[src/rtl/acq_seq.sv]
// Multi-line acquisition sequencer: paces PRE/SAMPLE/GAP segments, issues DAC gain updates and
// pulser triggers, and streams decimated ADC samples into RAM at densely packed addresses.
module acq_seq #(
  parameter int unsigned ADC_DATA_W     = 10,
  parameter int unsigned DAC_DATA_W     = 10,
  parameter int unsigned DAC_GAIN_N     = 32,
  parameter int unsigned DAC_GAIN_PTR_W = $clog2(DAC_GAIN_N),
  parameter int unsigned ACQ_LINES_MAX  = 32,
  parameter int unsigned LINE_CNT_W     = $clog2(ACQ_LINES_MAX),
  parameter int unsigned SEG_LEN_W      = 12,
  parameter int unsigned GAP_W          = 4,
  parameter int unsigned DECIM_W        = 4,
  parameter int unsigned RAM_DATA_W     = 16,
  parameter int unsigned RAM_ADDR_W     = 19,
  parameter int unsigned INICE_N        = 3
) (
  input  logic                      clk,
  input  logic                      rst,
  input  logic                      acq_start,
  input  logic                      acq_abort,
  input  logic [LINE_CNT_W-1:0]     acq_lines,
  input  logic [SEG_LEN_W-1:0]      seg_len,
  input  logic [GAP_W-1:0]          gap_segs,
  input  logic [SEG_LEN_W-1:0]      gain_lead,
  input  logic [SEG_LEN_W-1:0]      trig_lead,
  input  logic [DECIM_W-1:0]        decim,
  input  logic [RAM_ADDR_W-1:0]     base_addr,
  input  logic [DAC_DATA_W-1:0]     dac_gain,
  input  logic [DAC_DATA_W-1:0]     dac_idle,
  input  logic [ADC_DATA_W-1:0]     adc_dout,
  input  logic [INICE_N-1:0]        inice,
  output logic [DAC_DATA_W-1:0]     dac_din,
  output logic                      dac_dvalid,
  output logic [DAC_GAIN_PTR_W-1:0] dac_gain_ptr,
  output logic                      pulser_trig,
  output logic                      acq_busy,
  output logic                      acq_done,
  output logic                      acq_aborted,
  output logic [LINE_CNT_W-1:0]     acq_line,
  output logic [RAM_ADDR_W-1:0]     acq_waddr,
  output logic [RAM_DATA_W-1:0]     acq_wdata,
  output logic                      acq_wen
);

  localparam logic [DAC_GAIN_PTR_W-1:0] SegLast = DAC_GAIN_PTR_W'(DAC_GAIN_N - 1);
  localparam logic [SEG_LEN_W-1:0]      SegOne  = SEG_LEN_W'(1);
  localparam int unsigned               TagW    = ADC_DATA_W + 2 + INICE_N;

  typedef enum logic [2:0] {StIdle, StPre, StSample, StGap, StDone} state_e;

  state_e state_q, state_d;

  // Latched run configuration; leads are stored as the wcnt value at which they fire.
  logic [SEG_LEN_W-1:0]  seg_last_q, seg_last_d;
  logic [SEG_LEN_W-1:0]  gain_at_q, gain_at_d;
  logic [SEG_LEN_W-1:0]  trig_at_q, trig_at_d;
  logic [GAP_W-1:0]      gap_last_q, gap_last_d;
  logic [DECIM_W-1:0]    decim_q, decim_d;
  logic [LINE_CNT_W-1:0] lines_q, lines_d;

  logic [SEG_LEN_W-1:0]      wcnt_q, wcnt_d;
  logic [DAC_GAIN_PTR_W-1:0] scnt_q, scnt_d;
  logic [GAP_W-1:0]          gcnt_q, gcnt_d;
  logic [DECIM_W-1:0]        dcnt_q, dcnt_d;
  logic [LINE_CNT_W-1:0]     line_q, line_d;
  logic [RAM_ADDR_W-1:0]     addr_q, addr_d;

  logic [DAC_DATA_W-1:0]     din_q, din_d;
  logic                      dvalid_q, dvalid_d;
  logic [DAC_GAIN_PTR_W-1:0] ptr_q, ptr_d;
  logic                      trig_q, trig_d;
  logic                      busy_q, busy_d;
  logic                      done_q, done_d;
  logic                      aborted_q, aborted_d;
  logic [RAM_ADDR_W-1:0]     waddr_q, waddr_d;
  logic [RAM_DATA_W-1:0]     wdata_q, wdata_d;
  logic                      wen_q, wen_d;

  logic active, start_ok, abort_hit, seg_end, gap_end_seg, lead_seg, samp_last_seg, line_end;
  logic gain_ev, trig_ev, idle_ev, write_ev;
  logic [RAM_DATA_W-1:0] wword;

  function automatic logic [SEG_LEN_W-1:0] lead_pos(input logic [SEG_LEN_W-1:0] len,
                                                    input logic [SEG_LEN_W-1:0] lead);
    if (lead >= len) return '0;
    return len - lead - SegOne;
  endfunction

  assign active        = (state_q == StPre) || (state_q == StSample) || (state_q == StGap);
  assign start_ok      = (state_q == StIdle) && acq_start;
  assign abort_hit     = active && acq_abort;
  assign seg_end       = (wcnt_q == seg_last_q);
  assign gap_end_seg   = (state_q == StGap) && (gcnt_q == gap_last_q);
  assign lead_seg      = (state_q == StPre) || gap_end_seg;
  assign samp_last_seg = (scnt_q == SegLast);
  assign line_end      = (state_q == StSample) && samp_last_seg && seg_end;

  assign gain_ev  = !abort_hit && (wcnt_q == gain_at_q) &&
                    (lead_seg || ((state_q == StSample) && !samp_last_seg));
  assign trig_ev  = !abort_hit && (wcnt_q == trig_at_q) && lead_seg;
  assign idle_ev  = !abort_hit && line_end;
  assign write_ev = !abort_hit && (state_q == StSample) && (dcnt_q == '0);

  always_comb begin
    wword = '0;
    wword[TagW-1:0] = {inice, line_q[1:0], adc_dout};
  end

  // FSM: state register
  always_ff @(posedge clk or posedge rst) begin
    if (rst) state_q <= StIdle;
    else     state_q <= state_d;
  end

  // FSM: next state
  always_comb begin
    state_d = state_q;
    case (state_q)
      StIdle:   if (acq_start) state_d = StPre;
      StPre: begin
        if (acq_abort)    state_d = StDone;
        else if (seg_end) state_d = StSample;
      end
      StSample: begin
        if (acq_abort)     state_d = StDone;
        else if (line_end) state_d = (line_q == lines_q) ? StDone : StGap;
      end
      StGap: begin
        if (acq_abort)                    state_d = StDone;
        else if (seg_end && gap_end_seg) state_d = StSample;
      end
      StDone:   state_d = StIdle;
      default:  state_d = StIdle;
    endcase
  end

  // FSM: registered outputs
  always_comb begin
    din_d     = din_q;
    dvalid_d  = 1'b0;
    ptr_d     = ptr_q;
    trig_d    = 1'b0;
    busy_d    = busy_q;
    done_d    = done_q;
    aborted_d = aborted_q;
    waddr_d   = waddr_q;
    wdata_d   = wdata_q;
    wen_d     = 1'b0;
    if (start_ok) begin
      busy_d    = 1'b1;
      done_d    = 1'b0;
      aborted_d = 1'b0;
      ptr_d     = '0;
    end
    if (abort_hit) begin
      din_d     = dac_idle;
      dvalid_d  = 1'b1;
      aborted_d = 1'b1;
    end
    if (gain_ev) begin
      din_d    = dac_gain;
      dvalid_d = 1'b1;
      ptr_d    = (ptr_q == SegLast) ? '0 : ptr_q + DAC_GAIN_PTR_W'(1);
    end
    if (idle_ev) begin
      din_d    = dac_idle;
      dvalid_d = 1'b1;
    end
    if (trig_ev) trig_d = 1'b1;
    if (write_ev) begin
      wen_d   = 1'b1;
      waddr_d = addr_q;
      wdata_d = wword;
    end
    if (state_q == StDone) begin
      busy_d = 1'b0;
      done_d = 1'b1;
    end
  end

  // Datapath counters and configuration capture
  always_comb begin
    seg_last_d = seg_last_q;
    gain_at_d  = gain_at_q;
    trig_at_d  = trig_at_q;
    gap_last_d = gap_last_q;
    decim_d    = decim_q;
    lines_d    = lines_q;
    wcnt_d     = (active && !seg_end) ? wcnt_q + SegOne : '0;
    scnt_d     = '0;
    gcnt_d     = '0;
    dcnt_d     = '0;
    line_d     = line_q;
    addr_d     = addr_q;
    if (start_ok) begin
      seg_last_d = seg_len - SegOne;
      gain_at_d  = lead_pos(seg_len, gain_lead);
      trig_at_d  = lead_pos(seg_len, trig_lead);
      gap_last_d = (gap_segs == '0) ? '0 : gap_segs - GAP_W'(1);
      decim_d    = decim;
      lines_d    = acq_lines;
      line_d     = '0;
      addr_d     = base_addr;
    end
    if (state_q == StSample) begin
      scnt_d = seg_end ? (samp_last_seg ? '0 : scnt_q + DAC_GAIN_PTR_W'(1)) : scnt_q;
      dcnt_d = (dcnt_q == decim_q) ? '0 : dcnt_q + DECIM_W'(1);
    end
    if (state_q == StGap) begin
      gcnt_d = seg_end ? gcnt_q + GAP_W'(1) : gcnt_q;
      if (seg_end && gap_end_seg && !acq_abort) line_d = line_q + LINE_CNT_W'(1);
    end
    if (write_ev) addr_d = addr_q + RAM_ADDR_W'(1);
  end

  always_ff @(posedge clk or posedge rst) begin
    if (rst) begin
      seg_last_q <= '0;
      gain_at_q  <= '0;
      trig_at_q  <= '0;
      gap_last_q <= '0;
      decim_q    <= '0;
      lines_q    <= '0;
      wcnt_q     <= '0;
      scnt_q     <= '0;
      gcnt_q     <= '0;
      dcnt_q     <= '0;
      line_q     <= '0;
      addr_q     <= '0;
      din_q      <= '0;
      dvalid_q   <= 1'b0;
      ptr_q      <= '0;
      trig_q     <= 1'b0;
      busy_q     <= 1'b0;
      done_q     <= 1'b0;
      aborted_q  <= 1'b0;
      waddr_q    <= '0;
      wdata_q    <= '0;
      wen_q      <= 1'b0;
    end else begin
      seg_last_q <= seg_last_d;
      gain_at_q  <= gain_at_d;
      trig_at_q  <= trig_at_d;
      gap_last_q <= gap_last_d;
      decim_q    <= decim_d;
      lines_q    <= lines_d;
      wcnt_q     <= wcnt_d;
      scnt_q     <= scnt_d;
      gcnt_q     <= gcnt_d;
      dcnt_q     <= dcnt_d;
      line_q     <= line_d;
      addr_q     <= addr_d;
      din_q      <= din_d;
      dvalid_q   <= dvalid_d;
      ptr_q      <= ptr_d;
      trig_q     <= trig_d;
      busy_q     <= busy_d;
      done_q     <= done_d;
      aborted_q  <= aborted_d;
      waddr_q    <= waddr_d;
      wdata_q    <= wdata_d;
      wen_q      <= wen_d;
    end
  end

  assign dac_din      = din_q;
  assign dac_dvalid   = dvalid_q;
  assign dac_gain_ptr = ptr_q;
  assign pulser_trig  = trig_q;
  assign acq_busy     = busy_q;
  assign acq_done     = done_q;
  assign acq_aborted  = aborted_q;
  assign acq_line     = line_q;
  assign acq_waddr    = waddr_q;
  assign acq_wdata    = wdata_q;
  assign acq_wen      = wen_q;

endmodule

[config.mk]
export PLATFORM = sky130hd
export DESIGN_NAME = acq_seq
export DESIGN_NICKNAME = d
export VERILOG_FILES = /design/src/rtl/acq_seq.sv
export SDC_FILE = /design/constraint.sdc
export NUM_CORES = 1
export LEC_CHECK = 0
export ABC_AREA = 1
export ABC_CLOCK_PERIOD_IN_PS = 5950
export BUFFER_PORTS_ARGS = -buffer_cell sky130_fd_sc_hd__buf_2
export CAP_MARGIN = 20
export CORE_ASPECT_RATIO = 1.2
export CORE_UTILIZATION = 39
export DETAILED_ROUTE_END_ITERATION = 16
export SLEW_MARGIN = 20
export SYNTH_ARGS = -nofsm -noshare
export SYNTH_HDL_FRONTEND = slang
export SYNTH_SLANG_ARGS = --single-unit
[constraint.sdc]
create_clock -name clk -period 5.95 [get_ports clk]
set_input_delay 0.2975 -clock clk [delete_from_list [all_inputs] [get_ports clk]]
set_output_delay 0.2975 -clock clk [all_outputs]
set_load 0.01 [all_outputs]
==> results by group <==
Status
  – Status: complete, no violations

Floorplanning
  – Core Region: 23890 sq um
  – Initial core utilization: 39.63%
  – Die Width: 144.2 microns
  – Die footprint: 24910 sq um
  – Row count: 62
  – Height of the chip: 172.7 microns
  – I/O pin total: 166

Worst setup path
  – Worst R2R Setup Slack: 3.26 ns
  – CP cell instances: inv_1 > ha_1 > nor3b_1 > nand2_4 > clkinv_2 > nand2_1 > o21ai_1 > nand2_1 > o21ai_1
  – Startpoint types: register
  – R2R Path Start: dcnt_q[0]$_DFF_PP0_
  – CP max-delay cell: clkinv_2
  – Worst path max stage delay: 0.66 ns
  – Reg2reg end: addr_q[9]$_DFFE_PP0P_
  – Critical path arrival: 3.00 ns
  – Critical Path RT: 6.26 ns
  – Critical Path End Type: register
  – Crit path kind: register to register
  – Worst-case reg-to-reg path depth: 9
  – Crit-path max FO: 73

Worst hold path
  – Worst min path class: input pin to async pin

Drt
  – Antenna Nets Post-Route: 0
  – First-pass DRT Iterations: 4
  – DR vias/cell: 4.871
  – Total number of vias: 8436
  – DR DRC count: 0
  – Routed length per instance: 13.85 microns
  – Drt first-iter violations: 408
  – DRT Wirelength: 23990 microns

STA
  – Final Cycle Share: 45.14%
  – RSZ-0062 raised after global routing: no
  – Min Tclk post-route: 2.686 ns
  – Final Hold Fails: 0
  – Max-slew headroom: 35.94%
  – Fmax achieved: 372.3 MHz
  – Setup total negative slack: 0 ns
  – Final Setup Violations: 0
  – Clock skew: 0.01165 ns
  – Max Slew Vio Count: 0
  – Worst Max-Slew Pin Slew: 0.9545 ns

Final layout
  – Area of the multi-input gates: 4791 sq um
  – Fin nets: 1562
  – Final Util: 46.60%
  – Post-layout instance area: 11130 sq um
  – Storage element area: 3904 sq um
  – Fraction of layout cells with a size suffix above 1: 15.73%
  – Layout area overhead: 17.57%
  – Number of fill cells in the layout: 2460

GRT
  – Total congestion overflow: 0
  – Pin count of the biggest net entering global routing: 98
  – Vias in the first global route: 8091
  – Antenna violations before repair: 1
  – Total track usage: 20.07%
  – First-pass GRT wire length: 39500 microns

CTS
  – H-tree lvl count: 4
  – Post-CTS Hold Fix Bufs: 0
  – Clk_lat worst skew: 0.43 ns
  – TritonCTS Buffers: 17
  – CTS Sinks: 156
  – Clock-pin slew on the worst setup and hold paths: 0.07 ns
  – Post-CTS Setup Bufs: 0
  – Post-cts resize count: 0
  – Clk buf depth: 2
  – Root Driver: clkbuf_16
  – CTS tree: done

Yosys
  – FFs w/ async S/R, synth: 100.0%
  – Top post-synthesis cells by area: dfrtp_1, nand2_1, ha_1
  – Synth area leader: dfrtp_1
  – Sequential share of the synthesized area: 41.23%
  – EDFF count, synth: 0
  – Synth warnings: 0
  – Register bit total from synthesis: 156
  – Ys flop type: dfrtp_1
  – Unique masters post-synth: 50
  – Yosys top cell area share: 41.23%
  – Mapped Area: 9469 sq um
  – Post-Syn Instances: 1249
  – Syn_nets: 1413
  – Syn_area_per_cell: 7.581 sq um

Place
  – GPL Wtd Cong: 0.8569
  – Dpl hpwl: 17810 microns
  – # port buffers: 164
  – DP Area: 10530 sq um

Pwr
  – Max IR drop VDD: 0.2087 mV
  – Cell Pwr Density: 394.6 nW/um^2
  – Leak Pwr: 5.878 nW

Job
  – Total of max-cap violations: 0
cells in the final DEF (no fill, tap or decap), types with 7 or more instances in the layout:
cell type / instances
dfrtp_1: 156
inv_1: 149
nand3_1: 60
xnor2_1: 25
nand2_1: 369
clkbuf_16: 17
xor2_1: 34
nor3_1: 11
o21ai_1: 26
nand4_1: 24
nor3b_1: 8
nor2_1: 116
o22ai_1: 7
a21oi_1: 42
ha_1: 57
o21ai_0: 66
inv_6: 7
o211ai_1: 7
buf_2: 164
worst max-delay path, delay by kind of cell (launching register included):
family                   cells  cell delay, ns
flip-flops                   1            0.42
adder cells (fa/ha/maj)      1            0.18
AND/OR/NAND/NOR              4            1.03
buffers and inverters        2            0.72
AO/OA/AOI/OAI                2            0.16
synth_stat cells (all sizes together) (3+ instances only):
cell    instances
ha             57
nor3b           8
o211ai          7
o21a            3
buf            26
o21ai          92
nor3           13
nand3b          3
nand2         375
xnor2          25
xor2           34
clkbuf         11
o31ai           4
nor2          122
o22ai           7
a21oi          42
inv           154
nand3          61
nand4          24
dfrtp         156
cell families (layout without fill, tap and decap cells):
kind of cell               Yosys count  in the layout  synth area share [%]
and+or+nand+nor                    613            613                 27.23
buffers and inverters              192            354                 8.258
AOI/OAI and AO/OA                  169            169                 9.831
DFF                                156            156                 41.23
adders and majority gates           59             59                 7.955
xor gates and xnor gates            59             59                 5.457
other                                1              2               0.03960
registers in the layout, summed over array words and instances, names as in the netlist, 3 cells and up:
signal        cells
acq_line          5
acq_waddr        19
acq_wdata        15
addr_q           19
dac_din          10
dac_gain_ptr      5
dcnt_q            4
decim_q           4
gain_at_q        12
gap_last_q        4
gcnt_q            4
lines_q           5
scnt_q            5
seg_last_q       12
state_q           3
trig_at_q        12
wcnt_q           12
per-stage QoR:
| stage | total power, mW | cells | hold WS (ns) | setup slack [ns] |
|---|---|---|---|---|
| after global placement | 3.288 | 1699 | 0.4567 | 3.279 |
| final | 4.393 | 1732 | 0.03634 | 3.264 |
| after global routing | 4.755 | 1732 | 0.04536 | 3.012 |
| after floorplan | 2.825 | 1249 | 0.3976 | 1.446 |
| after detailed placement | 3.316 | 1699 | 0.4600 | 3.289 |
| after CTS | 4.436 | 1731 | 0.04831 | 3.263 |
worst max path at each step:
stage	start	to	slack, ns
floorplan	rst	acq_aborted$_DFFE_PP0P_	1.45
global placement	dcnt_q[0]$_DFF_PP0_	addr_q[9]$_DFFE_PP0P_	3.28
detailed placement	dcnt_q[0]$_DFF_PP0_	addr_q[17]$_DFFE_PP0P_	3.29
CTS	dcnt_q[0]$_DFF_PP0_	addr_q[17]$_DFFE_PP0P_	3.26
global route	dcnt_q[0]$_DFF_PP0_	addr_q[9]$_DFFE_PP0P_	3.01
finish	dcnt_q[0]$_DFF_PP0_	addr_q[9]$_DFFE_PP0P_	3.26
power by group:
part	internal, mW	switching (mW)
Combinational	0.587	0.987
Clock	0.631	0.473
Sequential	1.44	0.274
Total	2.66	1.73
area by class of cell:
| type | count | area share (%) |
|---|---|---|
| clock buffers | 17 | 3.821 |
| inverters | 155 | 5.282 |
| flip-flops and latches | 156 | 35.06 |
| multi-input cells | 901 | 43.03 |
| diodes | 1 | 0.02248 |
| well taps | 320 | 3.596 |
| repair buffers | 167 | 7.575 |
| clock inverters | 15 | 1.607 |
per-layer routing:
| layer | track usage (%) | routed length (microns) | vias to the layer above |
|---|---|---|---|
| li1 | - | - | 4291 |
| met1 | 25.40 | 10810 | 3924 |
| met2 | 34.12 | 11660 | 192 |
| met3 | 3.655 | 1057 | 29 |
| met4 | 6.667 | 456 | 0 |
| met5 | 0 | 0 | - |
(Power assumes the default switching activity.)
